File: src/rtl/hybrid_addsub_serial_pkg.sv
// Shared types and bit-level arithmetic for the hybrid approximate adder.
// Used by the serial unit and by the combinational adder bench model.
package hybrid_addsub_serial_pkg;

  typedef enum logic [1:0] {
    S_IDLE,
    S_APPROX,
    S_EXACT,
    S_DONE
  } state_t;

  // Width of a counter that must address bits 0..w-1.
  function automatic int cnt_w(input int w);
    return (w < 2) ? 1 : $clog2(w);
  endfunction

  // Reverse-carry approximate cell; returns {c1, sum}.
  function automatic logic [1:0] approx_bit(
    input logic a,
    input logic b,
    input logic c2,
    input logic f1
  );
    logic x;
    logic y;
    x = ~(a & b) & c2;
    y = ~(a | b) | c2;
    return {~((f1 & y) | x), ~((~f1 | x) & y)};
  endfunction

  // Exact full-adder bit; returns {carry, sum}.
  function automatic logic [1:0] fa_bit(
    input logic a,
    input logic b,
    input logic c
  );
    return {(a & b) | (a & c) | (b & c), a ^ b ^ c};
  endfunction

endpackage

File: src/rtl/hybrid_addsub_serial_approx_cell.sv
// Combinational approximate cell, time-multiplexed over the lower bits.
// Thin wrapper over the shared package function.
module approx_cell
  import hybrid_addsub_serial_pkg::*;
(
  input  logic i_a,
  input  logic i_b,
  input  logic i_c2,
  input  logic i_f1,
  output logic o_sum,
  output logic o_c1
);

  logic [1:0] w_res;

  assign w_res = approx_bit(i_a, i_b, i_c2, i_f1);
  assign o_sum = w_res[0];
  assign o_c1  = w_res[1];

endmodule

File: src/rtl/hybrid_addsub_serial.sv
// Bit-serial hybrid add/subtract: approximate lower region MSB-first,
// then exact ripple upper region LSB-first, with valid/ready on both sides.
module hybrid_addsub_serial
  import hybrid_addsub_serial_pkg::*;
#(
  parameter  int M = 1,
  parameter  int N = 7,
  localparam int W = M + N
) (
  input  logic         clk,
  input  logic         rst,
  input  logic         in_valid,
  output logic         in_ready,
  input  logic [W-1:0] a,
  input  logic [W-1:0] b,
  input  logic         cin,
  input  logic         sub,
  output logic         out_valid,
  input  logic         out_ready,
  output logic [W-1:0] s,
  output logic         cout
);

  localparam int CW = cnt_w(W);
  localparam logic [CW-1:0] C_TOP  = CW'(M - 1);
  localparam logic [CW-1:0] C_EXA  = CW'(M);
  localparam logic [CW-1:0] C_LAST = CW'(W - 1);

  state_t r_state;
  state_t w_next;

  logic [W-1:0]  r_a;
  logic [W-1:0]  r_b;
  logic          r_c0;
  logic          r_carry;
  logic [CW-1:0] r_cnt;
  logic [W-1:0]  r_s;
  logic          r_cout;

  logic       w_ai;
  logic       w_bi;
  logic       w_f1;
  logic       w_c2;
  logic       w_asum;
  logic       w_ac1;
  logic [1:0] w_fa;

  always_ff @(posedge clk) begin
    if (rst) r_state <= S_IDLE;
    else     r_state <= w_next;
  end

  always_comb begin
    w_next = r_state;
    unique case (r_state)
      S_IDLE:   if (in_valid)         w_next = S_APPROX;
      S_APPROX: if (r_cnt == '0)      w_next = S_EXACT;
      S_EXACT:  if (r_cnt == C_LAST)  w_next = S_DONE;
      S_DONE:   if (out_ready)        w_next = S_IDLE;
      default:                        w_next = S_IDLE;
    endcase
  end

  always_comb begin
    in_ready  = (r_state == S_IDLE);
    out_valid = (r_state == S_DONE);
  end

  assign w_ai = r_a[r_cnt];
  assign w_bi = r_b[r_cnt];

  // Top approx bit has no upper neighbour; it borrows its own A bit.
  assign w_f1 = (r_cnt == '0) ? r_c0 : r_a[r_cnt - 1'b1];
  assign w_c2 = (r_cnt == C_TOP) ? r_a[M-1] : r_carry;

  approx_cell u_cell (
    .i_a   (w_ai),
    .i_b   (w_bi),
    .i_c2  (w_c2),
    .i_f1  (w_f1),
    .o_sum (w_asum),
    .o_c1  (w_ac1)
  );

  assign w_fa = fa_bit(w_ai, w_bi, r_carry);

  always_ff @(posedge clk) begin
    if (rst) begin
      r_a     <= '0;
      r_b     <= '0;
      r_c0    <= 1'b0;
      r_carry <= 1'b0;
      r_cnt   <= '0;
      r_s     <= '0;
      r_cout  <= 1'b0;
    end else begin
      unique case (r_state)
        S_IDLE: begin
          if (in_valid) begin
            r_a   <= a;
            r_b   <= b ^ {W{sub}};
            r_c0  <= sub | cin;
            r_cnt <= C_TOP;
          end
        end
        S_APPROX: begin
          r_s[r_cnt] <= w_asum;
          // Exact region is seeded from A[M-1], not the true carry.
          if (r_cnt == '0) begin
            r_carry <= r_a[M-1];
            r_cnt   <= C_EXA;
          end else begin
            r_carry <= w_ac1;
            r_cnt   <= r_cnt - 1'b1;
          end
        end
        S_EXACT: begin
          r_s[r_cnt] <= w_fa[0];
          r_carry    <= w_fa[1];
          if (r_cnt == C_LAST) r_cout <= w_fa[1];
          else                 r_cnt  <= r_cnt + 1'b1;
        end
        default: ;
      endcase
    end
  end

  assign s    = r_s;
  assign cout = r_cout;

endmodule

File: config.mk
export PLATFORM = sky130hd
export DESIGN_NAME = hybrid_addsub_serial
export DESIGN_NICKNAME = d
export VERILOG_FILES = /design/src/rtl/hybrid_addsub_serial_pkg.sv /design/src/rtl/hybrid_addsub_serial_approx_cell.sv /design/src/rtl/hybrid_addsub_serial.sv
export SDC_FILE = /design/constraint.sdc
export NUM_CORES = 1
export LEC_CHECK = 0
export ABC_AREA = 1
export ABC_CLOCK_PERIOD_IN_PS = 2100
export BUFFER_PORTS_ARGS = -buffer_cell sky130_fd_sc_hd__buf_2
export CAP_MARGIN = 20
export CORE_MARGIN = 2
export CORE_UTILIZATION = 50
export DETAILED_ROUTE_END_ITERATION = 8
export GPL_ROUTABILITY_DRIVEN = 1
export PLACE_DENSITY = 0.79
export SETUP_SLACK_MARGIN = 0.2
export SYNTH_ARGS = -nofsm -noshare
export SYNTH_HDL_FRONTEND = slang
export SYNTH_HIERARCHICAL = 1
export SYNTH_SLANG_ARGS = --single-unit
File: constraint.sdc
create_clock -name clk -period 2.1 [get_ports clk]
set_input_delay 0.63 -clock clk [delete_from_list [all_inputs] [get_ports clk]]
set_output_delay 0.63 -clock clk [all_outputs]
set_load 0.02 [all_outputs]
==> flow_summary.ini <==
[status]
status = finished clean

[critical_path]
critical_path_arrival_ns = 2.20
r2r_start = r_cnt[2]
endpoint = s[1]
cp-startpoint = r_cnt[2]
end_kind = flop
r2r_end = s[1]
critPathMaxStageDelay_ns = 0.45
crit_path_max_fanout = 8
cp-start-kind = flop
slowest_stage = fa_1
cp_cell_sequence = inv_4 > nand2_2 > a21oi_2 > o21ai_1 > nand3_1 > nor2_2 > fa_1 > o21ai_4 > o21ai_0 > nor2_1
critical_path_class = reg2reg
reg2regPathDepth = 10
required_ns = 2.33
ff2ff_setup_slack_ns = 0.12

[layout]
num_antenna_cells = 0
area_delta_synth_final_pct = 27.1
finalNonFillerCells = 372
final_common_cell = nand2_1
drive_gt1_share_pct = 27.5
final_cell_area_um2 = 2400
layout.nets = 356
fillers = 335
final_cell_mix = 47 x nand2_1, 32 x buf_2, 31 x inv_1

[routing]
avgRoutedWirePerCell_um = 12.9
dr.first_iter.drc_count = 174
ant_nets = 0
drc = 0
firstDrtPassIters = 4
routed_wl_um = 4790
via_per_inst = 5.25
vias = 1953

[clocking]
cts_hold_buf = 0
cts_root_buf = clkbuf_8
clockBufferDepth = 2
htreeDepth = 2
clock-sinks = 32
cts.clk_slew.worst_paths_ns = 0.07
cts_tree = built
worstSkewPairLatency_ns = 0.29
cts_buffers = 5

[sta]
setup_viol_count_final = 0
fin_crit_ns = 1.98
clock-skew-final_ns = 0.00672
fmax_mhz = 506
min_period_over_period_pct = 94.2
maxSlewViolCount = 0
rsz0062_at_grt = yes
worst_pin_slew_ns = 0.582
slew_headroom_pct = 61.2
hold_viol_final = 0

[power_and_ir_drop]
p_leak_nw = 1.11
powerDensity_nw_per_um2 = 1090
vdd_drop_max_uv = 745

[synth]
ys_ff_latch = 32
ys_types = 27
netlist_area_um2 = 1890
synth_top_area_share_pct = 33.9
syn_nets = 311
yosys.area.top_type = dfxtp_1
postSynthCellCount = 278
ys_seq_area_share_pct = 33.9
ys_warn_count = 6
synth.area.top_cells = dfxtp_1 34%, nand2_1 10%, a21oi_1 8.5%, ha_1 6.6%, o21ai_0 6.3%
syn_avg_cell_area_um2 = 6.81

[floorplan]
die-area_um2 = 4290
num_rows = 22
die_w_um = 65.5
core_um2 = 3660
die-height_um = 65.5
io-pin-count = 33
start_util_pct = 51.7

[placed_design]
placedInstanceArea_um2 = 2140
dp_hpwl_um = 3300
portBuffers = 32
place_inst = 358
place_congestion = 0.893

[global_route]
grt_usage_pct = 23.5
antenna_found_initial = 0
grt_pass1_vias = 1742
grt_max_degree = 22
overflow = 0
grt_pass1_wl_um = 7780

[job]
cap_violations = 0

[hold_path]
hold_depth = 2
hold_class = reg2reg
[critical path: cells and delay by family (launching register included)]
kind	cells	cell delay, ns
AO/OA/AOI/OAI	4	0.51
AND/OR/NAND/NOR	4	0.46
adder cells (fa/ha/maj)	1	0.45
flip-flops	1	0.43
buffers and inverters	1	0.05
[worst min-delay path by stage]
| stage | startpoint | end | slack [ns] |
|---|---|---|---|
| 2_1_floorplan | r_a[5] | r_a[5] | 0.44 |
| 3_3_place_gp | cout | cout | 0.46 |
| 3_5_place_dp | cout | cout | 0.47 |
| 4_1_cts | cout | cout | 0.48 |
| 5_1_grt | cout | cout | 0.50 |
| 6_report | cout | cout | 0.48 |
[through the flow]
step	total power, mW	setup slack, ns	setup TNS, ns	util [%]	hold slack, ns
floorplan	1.69	0.204	0	-	0.444
global placement	1.88	0.0862	0	58.5	0.459
detailed placement	1.91	-0.00960	-0.0162	58.5	0.467
CTS	2.56	0.132	0	64.2	0.484
global route	2.81	-0.00596	-0.00773	65.7	0.502
finish	2.62	0.122	0	65.7	0.479
[per-layer routing]
metal | GRT usage, % | vias to the layer above | share of wire [%]
met4 | 9.11 | 0 | 2.1
met1 | 29.5 | 879 | 45
li1 | - | 1004 | -
met3 | 4.79 | 12 | 5.1
met5 | 0 | - | 0
met2 | 39.5 | 58 | 48
[synth_stat cells]
library cell,instances
inv_2,5
xnor2_1,8
inv_1,31
nand3b_1,1
o211ai_1,1
ha_1,10
buf_2,2
nand2_1,52
or2_0,1
nor2_2,3
clkbuf_2,1
a31oi_1,1
buf_6,3
nand4_1,1
dfxtp_1,32
fa_1,1
o21ai_2,2
nor2_1,23
clkbuf_1,3
clkinv_1,1
nor3_1,16
buf_4,1
nand3_1,14
a21oi_1,32
o21ai_1,8
o21ai_0,24
o21bai_1,1
[repair_timing]
| action | 4_1_cts | 5_1_grt |
|---|---|---|
| buffers inserted | 5 | 1 |
| resized for setup | 21 | 13 |
| pin swaps | 5 | 7 |
| endpoints found under the setup margin | 8 | 10 |
[state kept, by name, indices dropped and copies added (netlist names)]
name,flops
cout,1
r_a,8
r_b,8
r_c0,1
r_carry,1
r_cnt,3
r_state,2
s,8
[layout make-up]
cell class              count  area, um2  share of cell area, %
flip-flops and latches     32        653                   27.2
inverters                  37        151                   6.30
clock buffers               6       72.6                   3.02
well taps                  48       60.1                   2.50
repair buffers             48        288                   12.0
clock inverters             2       35.0                   1.46
multi-input cells         199       1140                   47.6
[logic make-up (layout without fill, tap and decap cells)]
logic type / Yosys count / count (layout) / share of synthesized area [%]
XOR/XNOR: 8 / 8 / 3.70
adder cells (fa/ha/maj): 11 / 11 / 7.67
AND/OR/NAND/NOR: 111 / 111 / 24.9
AO/OA/AOI/OAI: 69 / 69 / 19.0
flip-flops: 32 / 32 / 33.9
buffers and inverters: 47 / 93 / 10.9
[where the power goes]
| group | internal (mW) | leakage (nW) | switching [mW] |
|---|---|---|---|
| combinational | 0.413 | 0.794 | 0.774 |
| sequential | 0.742 | 0.265 | 0.105 |
| clock | 0.352 | 0.0552 | 0.233 |
| total | 1.51 | 1.11 | 1.11 |
Note: power is estimated with default switching activity, not from simulation.
